File: config.mk
export PLATFORM = sky130hd
export DESIGN_NAME = rdoq_tu_shift_scheduler
export DESIGN_NICKNAME = d
export VERILOG_FILES = /design/src/rtl/rdoq_tu_shift_scheduler.sv
export SDC_FILE = /design/constraint.sdc
export NUM_CORES = 1
export LEC_CHECK = 0
export CAP_MARGIN = 20
export CORE_MARGIN = 1.5
export CORE_UTILIZATION = 47
export DETAILED_ROUTE_END_ITERATION = 7
export GPL_ROUTABILITY_DRIVEN = 0
export PLACE_DENSITY = 0.77
export SLEW_MARGIN = 30
export SYNTH_ARGS = -nofsm -noshare
export SYNTH_HDL_FRONTEND = slang
export SYNTH_SLANG_ARGS = --single-unit
File: constraint.sdc
create_clock -name clk -period 3.9 [get_ports clk]
set_clock_uncertainty 0.15 [all_clocks]
set_input_delay 0.585 -clock clk [delete_from_list [all_inputs] [get_ports clk]]
set_output_delay 0.585 -clock clk [all_outputs]
set_load 0.05 [all_outputs]
File: src/rtl/rdoq_tu_shift_scheduler.sv
// Per-TU scheduler ahead of the RDOQ datapath: derives transform shift and
// q_bits for one descriptor, then issues every raster coefficient index once.
module rdoq_tu_shift_scheduler #(
   parameter int QUANT_SHIFT   = 14,
   parameter int MIN_LOG2_SIZE = 2,
   parameter int MAX_LOG2_SIZE = 5
) (
   input  logic              clk,
   input  logic              rst_n,
   input  logic              desc_valid,
   output logic              desc_ready,
   input  logic [3:0]        channel_bit_depth,
   input  logic [2:0]        log2_tr_size,
   input  logic [4:0]        max_log2_tr_dynamic_range,
   input  logic              use_transform_skip,
   input  logic              extended_precision_processing,
   input  logic [3:0]        qp_per,
   output logic signed [5:0] tu_transform_shift,
   output logic signed [7:0] tu_q_bits,
   output logic              coef_valid,
   input  logic              coef_ready,
   output logic [9:0]        coef_idx,
   output logic              coef_last,
   output logic              tu_done,
   output logic              tu_err
);

   typedef enum logic [2:0] {IDLE, CALC, ISSUE, DONE, ERR} state_t;

   state_t             state_q, state_d;
   logic [3:0]         depth_q, depth_d;
   logic [2:0]         log2_q, log2_d;
   logic [4:0]         range_q, range_d;
   logic               ts_q, ts_d;
   logic               ext_q, ext_d;
   logic [3:0]         qp_q, qp_d;
   logic signed [5:0]  shift_q, shift_d;
   logic signed [7:0]  q_bits_q, q_bits_d;
   logic [9:0]         idx_q, idx_d;

   logic [10:0]        span;
   logic [9:0]         last_idx;
   logic signed [6:0]  base;
   logic signed [5:0]  shift_calc;
   logic signed [7:0]  q_bits_calc;
   logic               size_ok;

   assign size_ok = (log2_tr_size >= 3'(MIN_LOG2_SIZE)) &&
                    (log2_tr_size <= 3'(MAX_LOG2_SIZE));

   // Terminal raster index is 4^log2 - 1; span never exceeds 1024.
   assign span     = 11'd1 << {log2_q, 1'b0};
   assign last_idx = 10'(span - 11'd1);

   assign base = {2'b00, range_q} - {3'b000, depth_q} - {4'b0000, log2_q};

   // Transform-skip with extended precision clamps a negative shift to zero.
   assign shift_calc  = (ts_q && ext_q && base[6]) ? 6'sd0 : base[5:0];
   assign q_bits_calc = 8'(QUANT_SHIFT) + {4'b0000, qp_q} +
                        {{2{shift_calc[5]}}, shift_calc};

   always_comb begin
      state_d  = state_q;
      depth_d  = depth_q;
      log2_d   = log2_q;
      range_d  = range_q;
      ts_d     = ts_q;
      ext_d    = ext_q;
      qp_d     = qp_q;
      shift_d  = shift_q;
      q_bits_d = q_bits_q;
      idx_d    = idx_q;
      unique case (state_q)
         IDLE: begin
            if (desc_valid) begin
               depth_d = channel_bit_depth;
               log2_d  = log2_tr_size;
               range_d = max_log2_tr_dynamic_range;
               ts_d    = use_transform_skip;
               ext_d   = extended_precision_processing;
               qp_d    = qp_per;
               state_d = size_ok ? CALC : ERR;
            end
         end
         CALC: begin
            shift_d  = shift_calc;
            q_bits_d = q_bits_calc;
            idx_d    = 10'd0;
            state_d  = ISSUE;
         end
         ISSUE: begin
            if (coef_ready) begin
               if (idx_q == last_idx) state_d = DONE;
               else                   idx_d   = idx_q + 10'd1;
            end
         end
         DONE:    state_d = IDLE;
         ERR:     state_d = IDLE;
         default: state_d = IDLE;
      endcase
   end

   always_ff @(posedge clk or negedge rst_n) begin
      if (!rst_n) begin
         state_q  <= IDLE;
         depth_q  <= '0;
         log2_q   <= '0;
         range_q  <= '0;
         ts_q     <= 1'b0;
         ext_q    <= 1'b0;
         qp_q     <= '0;
         shift_q  <= '0;
         q_bits_q <= '0;
         idx_q    <= '0;
      end else begin
         state_q  <= state_d;
         depth_q  <= depth_d;
         log2_q   <= log2_d;
         range_q  <= range_d;
         ts_q     <= ts_d;
         ext_q    <= ext_d;
         qp_q     <= qp_d;
         shift_q  <= shift_d;
         q_bits_q <= q_bits_d;
         idx_q    <= idx_d;
      end
   end

   assign desc_ready         = (state_q == IDLE);
   assign coef_valid         = (state_q == ISSUE);
   assign coef_last          = coef_valid && (idx_q == last_idx);
   assign tu_done            = (state_q == DONE);
   assign tu_err             = (state_q == ERR);
   assign coef_idx           = idx_q;
   assign tu_transform_shift = shift_q;
   assign tu_q_bits          = q_bits_q;

endmodule
==> summary.md, run 1 <==
| Metric | Value |
|---|---|
| Status | `finished clean` |
| Synth cell types | `49` |
| Placed wire-length estimate | `3860 um` |
| Slew @ Worst Pin | `0.756 ns` |
| Root Buffer | `clkbuf_8` |
| Worst setup SP type | `flop` |
| Final wirelength | `5140 um` |
| CP Capture Type | `flop` |
| IO Port Bufs | `50` |
| Endpoints failing setup | `0` |
| Share of synthesized registers carrying an async set or reset | `1.00` |
| Nets@finish | `359` |
| Initial Utilization | `0.493` |
| Buf/Inv on CP | `0` |
| Area growth, synth to finish | `28.0%` |
| Pin count of the biggest net entering global routing | `45` |
| #FFs+latches synth | `44` |
| Final Hold Fails | `0` |
| Slew HR | `0.496` |
| TritonCTS clock tree | `yes` |
| First-pass GRT wire length | `8890 um` |
| Seq/Total Area, Yosys | `0.432` |
| Via density | `5.22` |
| Arr. time, crit path | `3.76 ns` |
| Ranking of synthesized cells by area | `dfrtp_1, ha_1, nand2_1` |
| Diodes inserted | `0` |
| Yosys top cell area share | `0.432` |
| Period utilisation layout | `0.956` |
| Slowest stage delay, CP | `0.40 ns` |
| Critical path's top delay family | `compound AO/OA/AOI/OAI gates` |
| Number of buffers created by CTS | `5` |
| Crit path time final | `3.73 ns` |
| DR vias | `2041` |
| Max cap viols | `0` |
| Clock tree sinks | `44` |
| Sequential Area | `1100 um^2` |
| Clock transition at path regs | `0.08 ns` |
| Cell Area, Synth | `2550 um^2` |
| Register-to-register setup slack | `0.17 ns` |
| Die span in x | `76.6 um` |
| Wire per inst | `13.1 um` |
| Layout fillers | `444` |
| Critical path's slowest cell | `fa_1` |
| Cells along the critical path | `ha_1 > fa_1 > xnor2_1 > ha_1 > a21oi_4 > nand4b_1 > a31oi_4 > nor2_2 > ha_1 > a21o_1 > a21oi_1 > o21bai_1 > a21oi_1 > nor2_1 > a221o_1` |
| Max Slew Vio Count | `0` |
| Number of enable flip-flop cells after synthesis | `0` |
| Die area | `5870 um^2` |
| # IOs | `51` |
| Drt first-iter violations | `124` |
| TritonRoute pass-1 iters | `5` |
| Grt ovf | `0` |
| Total GRT Usage | `0.188` |
| Ys Warns | `0` |
| Crit Path Category | `flop to flop` |
| Clock Path Buffers | `2` |
| H-tree depth | `2` |
| Syn Nets | `302` |
| Crit-path most repeated cell | `ha_1` |
| Synth area leader | `dfrtp_1` |
| Area of the multi-input gates | `1370 um^2` |
| PnR worst setup slack | `0.171 ns` |
| Vias in the first global route | `1997` |
| Fin util | `0.631` |
| Die height | `76.6 um` |
| Min-delay worst type | `input port to asynchronous set/reset pin` |
| Clk_lat worst skew | `0.30 ns` |
| Fraction of layout cells with a size suffix above 1 | `0.118` |
| DRT antenna net count | `0` |
| Mean Syn Cell Area | `9.69 um^2` |
| Cells after Synth | `263` |
| Critical path data required time | `3.93 ns` |
| Worst Path Max Fanout | `5` |
| F_max | `268 MHz` |
| # DRC | `0` |
| Top_reg_cell synth | `dfrtp_1` |
| Core area | `5170 um^2` |
| Core Rows | `26` |
| Placement Setup Slack | `-0.0159 ns` |
| RSZ-0062 raised after global routing | `yes` |
| Final hold slack | `0.108 ns` |
| Initial antenna violation count | `0` |
cell usage after synthesis, types with 6 or more instances:
| cell | n |
|---|---|
| xor2_1 | 8 |
| o21ai_1 | 10 |
| mux2_2 | 9 |
| xnor2_1 | 8 |
| nand2_1 | 42 |
| nor2_1 | 21 |
| o21ai_0 | 9 |
| inv_1 | 14 |
| dfrtp_1 | 44 |
| a21oi_1 | 15 |
| ha_1 | 14 |
| nor3_1 | 6 |
sequential cells by signal, indices dropped and copies added, names as in the netlist:
register / cells
qp_q: 4
state_q: 3
coef_idx: 10
log2_q: 3
range_q: 5
ts_q: 1
tu_q_bits: 7
tu_transform_shift: 6
ext_q: 1
depth_q: 4
stage by stage:
step | std cells | area, um^2 | setup TNS, ns
2_1_floorplan | 263 | 2550 | 0
3_3_place_gp | 380 | 3130 | 0
3_5_place_dp | 380 | 3130 | -0.0159
4_1_cts | 388 | 3220 | 0
5_1_grt | 391 | 3260 | -0.0357
6_report | 391 | 3260 | 0
cell usage in the layout (no fill, tap or decap), drive strengths merged, types with 10 or more instances in the layout:
cell type      instances
mux2                  10
dfrtp                 44
inv                   15
nor2                  21
clkdlybuf4s50         49
o21ai                 19
ha                    14
a21oi                 16
nand2                 42
cells by family after synthesis:
logic type,count (synthesis),share of synthesized area
AO/OA/AOI/OAI,52,0.136
XOR/XNOR,17,0.0658
adder cells (fa/ha/maj),17,0.0923
buffers and inverters,23,0.0388
flip-flops,44,0.432
multiplexers,11,0.0481
AND/OR/NAND/NOR,99,0.187
worst paths after layout:
check                              from      endpoint  cells past startpoint
setup / recovery             depth_q[0]  tu_q_bits[5]                     15
hold / removal                    rst_n   coef_idx[5]                      1
setup reg to reg             depth_q[0]  tu_q_bits[5]                     15
hold reg to reg            tu_q_bits[0]  tu_q_bits[0]                      2
max in group asynchronous         rst_n       qp_q[0]                      1
min in group clk           tu_q_bits[0]  tu_q_bits[0]                      2
routing by layer:
| metal | vias to the layer above | share of wire | track usage |
|---|---|---|---|
| met5 | - | 0 | 0 |
| met2 | 48 | 0.48 | 0.319 |
| met4 | 0 | 0.014 | 0.0611 |
| met3 | 6 | 0.035 | 0.0383 |
| li1 | 1014 | - | - |
| met1 | 973 | 0.47 | 0.239 |
cell type report:
| class | count | share of cell area |
|---|---|---|
| clock buffers | 6 | 0.0253 |
| repair buffers | 58 | 0.171 |
| inverters | 15 | 0.0173 |
| clock inverters | 2 | 0.00307 |
| flip-flops and latches | 44 | 0.337 |
| well taps | 70 | 0.0268 |
| multi-input cells | 196 | 0.419 |
timing repair:
action,CTS,global route
setup endpoints to repair,1,3
resized for setup,1,4
cloned,0,0
hold buffers,0,0
pin swaps,0,3
buffers inserted,0,3
Power of run 1 is left out: the tool's default activity adds up to more than one toggle a clock period on the data nets, which glitch-free logic cannot reach.
==> run 2, diff against run 1 <==
- CAP_MARGIN: 20 -> not set
- CORE_UTILIZATION: 47 -> 48
- CTS_BUF_LIST: not set -> sky130_fd_sc_hd__clkbuf_8
- MAX_ROUTING_LAYER: not set -> met4
- PLACE_DENSITY: 0.77 -> 0.78
==> summary.md, run 2 (synthesis gave the netlist of run 1 again) <==
| Metric | Value |
|---|---|
| Status | `finished clean` |
| Cells along the critical path | `ha_1 > fa_1 > fa_1 > inv_1 > a21oi_4 > nand4b_1 > a31oi_4 > nor2_1 > ha_1 > a21o_1 > a21oi_2 > o21bai_1 > a21oi_2 > nor2_1 > a221o_1` |
| Via density | `5.28 (+1.1%)` |
| Core area | `5110 um^2 (-1.3%)` |
| Worst r2r src | `depth_q[0]` |
| Placed inst area | `3130 um^2 (+0.24%)` |
| TritonRoute pass-1 iters | `4 (-1)` |
| Slew @ Worst Pin | `0.899 ns (+0.143 ns)` |
| Layout fillers | `435 (-2.0%)` |
| Critical path's top delay family | `adder cells` |
| Root Buffer | `clkbuf_8` |
| Buf/Inv on CP | `1 (+1)` |
| F_max | `264 MHz (-1.5%)` |
| Nets@finish | `359 (unchanged)` |
| Initial antenna violation count | `0 (unchanged)` |
| Worst Path Max Fanout | `5 (unchanged)` |
| First-pass GRT wire length | `8100 um (-8.9%)` |
| Clock tree sinks | `44 (unchanged)` |
| Total GRT Usage | `0.192 (+0.00452)` |
| Clk_lat worst skew | `0.29 ns (about the same)` |
| Worst setup SP type | `flop` |
| Slowest stage delay, CP | `0.50 ns (+0.10 ns)` |
| Register-to-register setup slack | `0.11 ns (-0.06 ns)` |
| Final Hold Fails | `0 (unchanged)` |
| Die area | `5760 um^2 (-2.0%)` |
| Grt ovf | `0 (unchanged)` |
| Core Rows | `26 (unchanged)` |
| Placement Setup Slack | `-0.0295 ns (-0.0136 ns)` |
| DR vias | `2064 (+1.1%)` |
| Setup TNS | `0 ns (unchanged)` |
| Fin area | `3280 um^2 (+0.42%)` |
| Critical path data required time | `3.93 ns (about the same)` |
| Min-delay worst type | `input port to asynchronous set/reset pin` |
| Vias in the first global route | `1784 (-11%)` |
| Commonest non-fill, non-tap cells in the layout | `clkdlybuf4s50_1, dfrtp_1, nand2_1` |
| Endpoints failing setup | `0 (unchanged)` |
| Area of the multi-input gates | `1380 um^2 (+1.2%)` |
| Number of buffers created by CTS | `5 (unchanged)` |
| Drt first-iter violations | `85 (-31%)` |
| Slew HR | `0.401 (-0.0950)` |
| Area growth, synth to finish | `28.6%` |
| Crit Path Category | `flop to flop` |
| Die span in x | `75.9 um (-1.0%)` |
| Diodes inserted | `0 (unchanged)` |
| CTS Hold Bufs | `0 (unchanged)` |
| Worst-case reg-to-reg path depth | `15 (unchanged)` |
| Clock transition at path regs | `0.08 ns (about the same)` |
| CP startpoint | `depth_q[0]` |
| Fin util | `0.642 (+0.0107)` |
| Period utilisation layout | `0.971 (+0.0145)` |
| Number of cells on the critical path | `15 (unchanged)` |
| Initial Utilization | `0.499 (+0.00628)` |
| Commonest non-fill, non-tap cell in the layout | `clkdlybuf4s50_1` |
| # DRC | `0 (unchanged)` |
| Wire per inst | `13.0 um (-0.86%)` |
| # IOs | `51 (unchanged)` |
| H-tree depth | `2 (unchanged)` |
| Max Slew Vio Count | `0 (unchanged)` |
| CP Capture Type | `flop` |
| Reg2Reg Capture Point | `tu_q_bits[5]` |
| Arr. time, crit path | `3.81 ns (+0.05 ns)` |
| Critical path's slowest cell | `fa_1` |
| Fraction of layout cells with a size suffix above 1 | `0.118 (unchanged)` |
| Sequential Area | `1100 um^2 (unchanged)` |
| Placed wire-length estimate | `3770 um (-2.2%)` |
| Clock Path Buffers | `2 (unchanged)` |
| DRT antenna net count | `0 (unchanged)` |
| TritonCTS clock tree | `yes` |
| Crit path time final | `3.79 ns (+0.0567 ns)` |
| IO Port Bufs | `50 (unchanged)` |
| Final wirelength | `5090 um (-0.86%)` |
| Max cap viols | `0 (unchanged)` |
| Die height | `75.9 um (-1.0%)` |
| Number of flip-flops in the largest register | `10 (unchanged)` |
| CP Capture Point | `tu_q_bits[5]` |
| Pin count of the biggest net entering global routing | `45 (unchanged)` |
| PnR worst setup slack | `0.114 ns (-0.0567 ns)` |
==> run 2: worst min path at each step <==
stage | cells after the start | start | slack [ns] | end
2_1_floorplan | 0 | rst_n | 0.14 | coef_idx[0]
3_3_place_gp | 2 | tu_q_bits[1] | 0.31 | tu_q_bits[1]
3_5_place_dp | 2 | tu_q_bits[1] | 0.31 | tu_q_bits[1]
4_1_cts | 1 | rst_n | 0.32 | coef_idx[8]
5_1_grt | 1 | rst_n | 0.17 | coef_idx[9]
6_report | 1 | rst_n | 0.12 | coef_idx[8]
==> run 2: metrics by stage <==
step / std cells / hold slack [ns]
global placement: 381 / 0.307
global route: 391 / 0.168
floorplan: 263 / 0.139
detailed placement: 381 / 0.315
CTS: 389 / 0.325
finish: 391 / 0.124
==> run 2: worst register-to-register path, stage by stage, from the launching register on <==
cell	delay [ns]
dfrtp_1	0.39
ha_1	0.24
fa_1	0.50
fa_1	0.45
inv_1	0.12
a21oi_4	0.08
nand4b_1	0.14
a31oi_4	0.13
nor2_1	0.22
ha_1	0.28
a21o_1	0.16
a21oi_2	0.16
o21bai_1	0.11
a21oi_2	0.14
nor2_1	0.05
a221o_1	0.35
==> run 2: routing by layer <==
layer | global-route usage | part of all wire | up-vias
li1 | - | - | 1015
met4 | 0.0595 | 0.016 | 0
met1 | 0.256 | 0.45 | 981
met5 | - | 0 | -
met2 | 0.295 | 0.49 | 59
met3 | 0.0397 | 0.042 | 9
==> run 2: cell type report <==
| type | count | share of cell area |
|---|---|---|
| sequential | 44 | 0.336 |
| timing repair buffer | 58 | 0.170 |
| clock buffer | 6 | 0.0252 |
| multi-input combinational | 196 | 0.422 |
| tap | 70 | 0.0267 |
| inverter | 15 | 0.0172 |
| clock inverter | 2 | 0.00229 |
==> run 2: timing repair <==
| action | 4_1_cts | 5_1_grt |
|---|---|---|
| pin swaps | 0 | 5 |
| buffers inserted | 0 | 2 |
| gates resized for setup | 1 | 7 |
| setup endpoints to repair | 2 | 3 |
| cloned | 0 | 0 |
Power of run 2 is left out for the same reason.
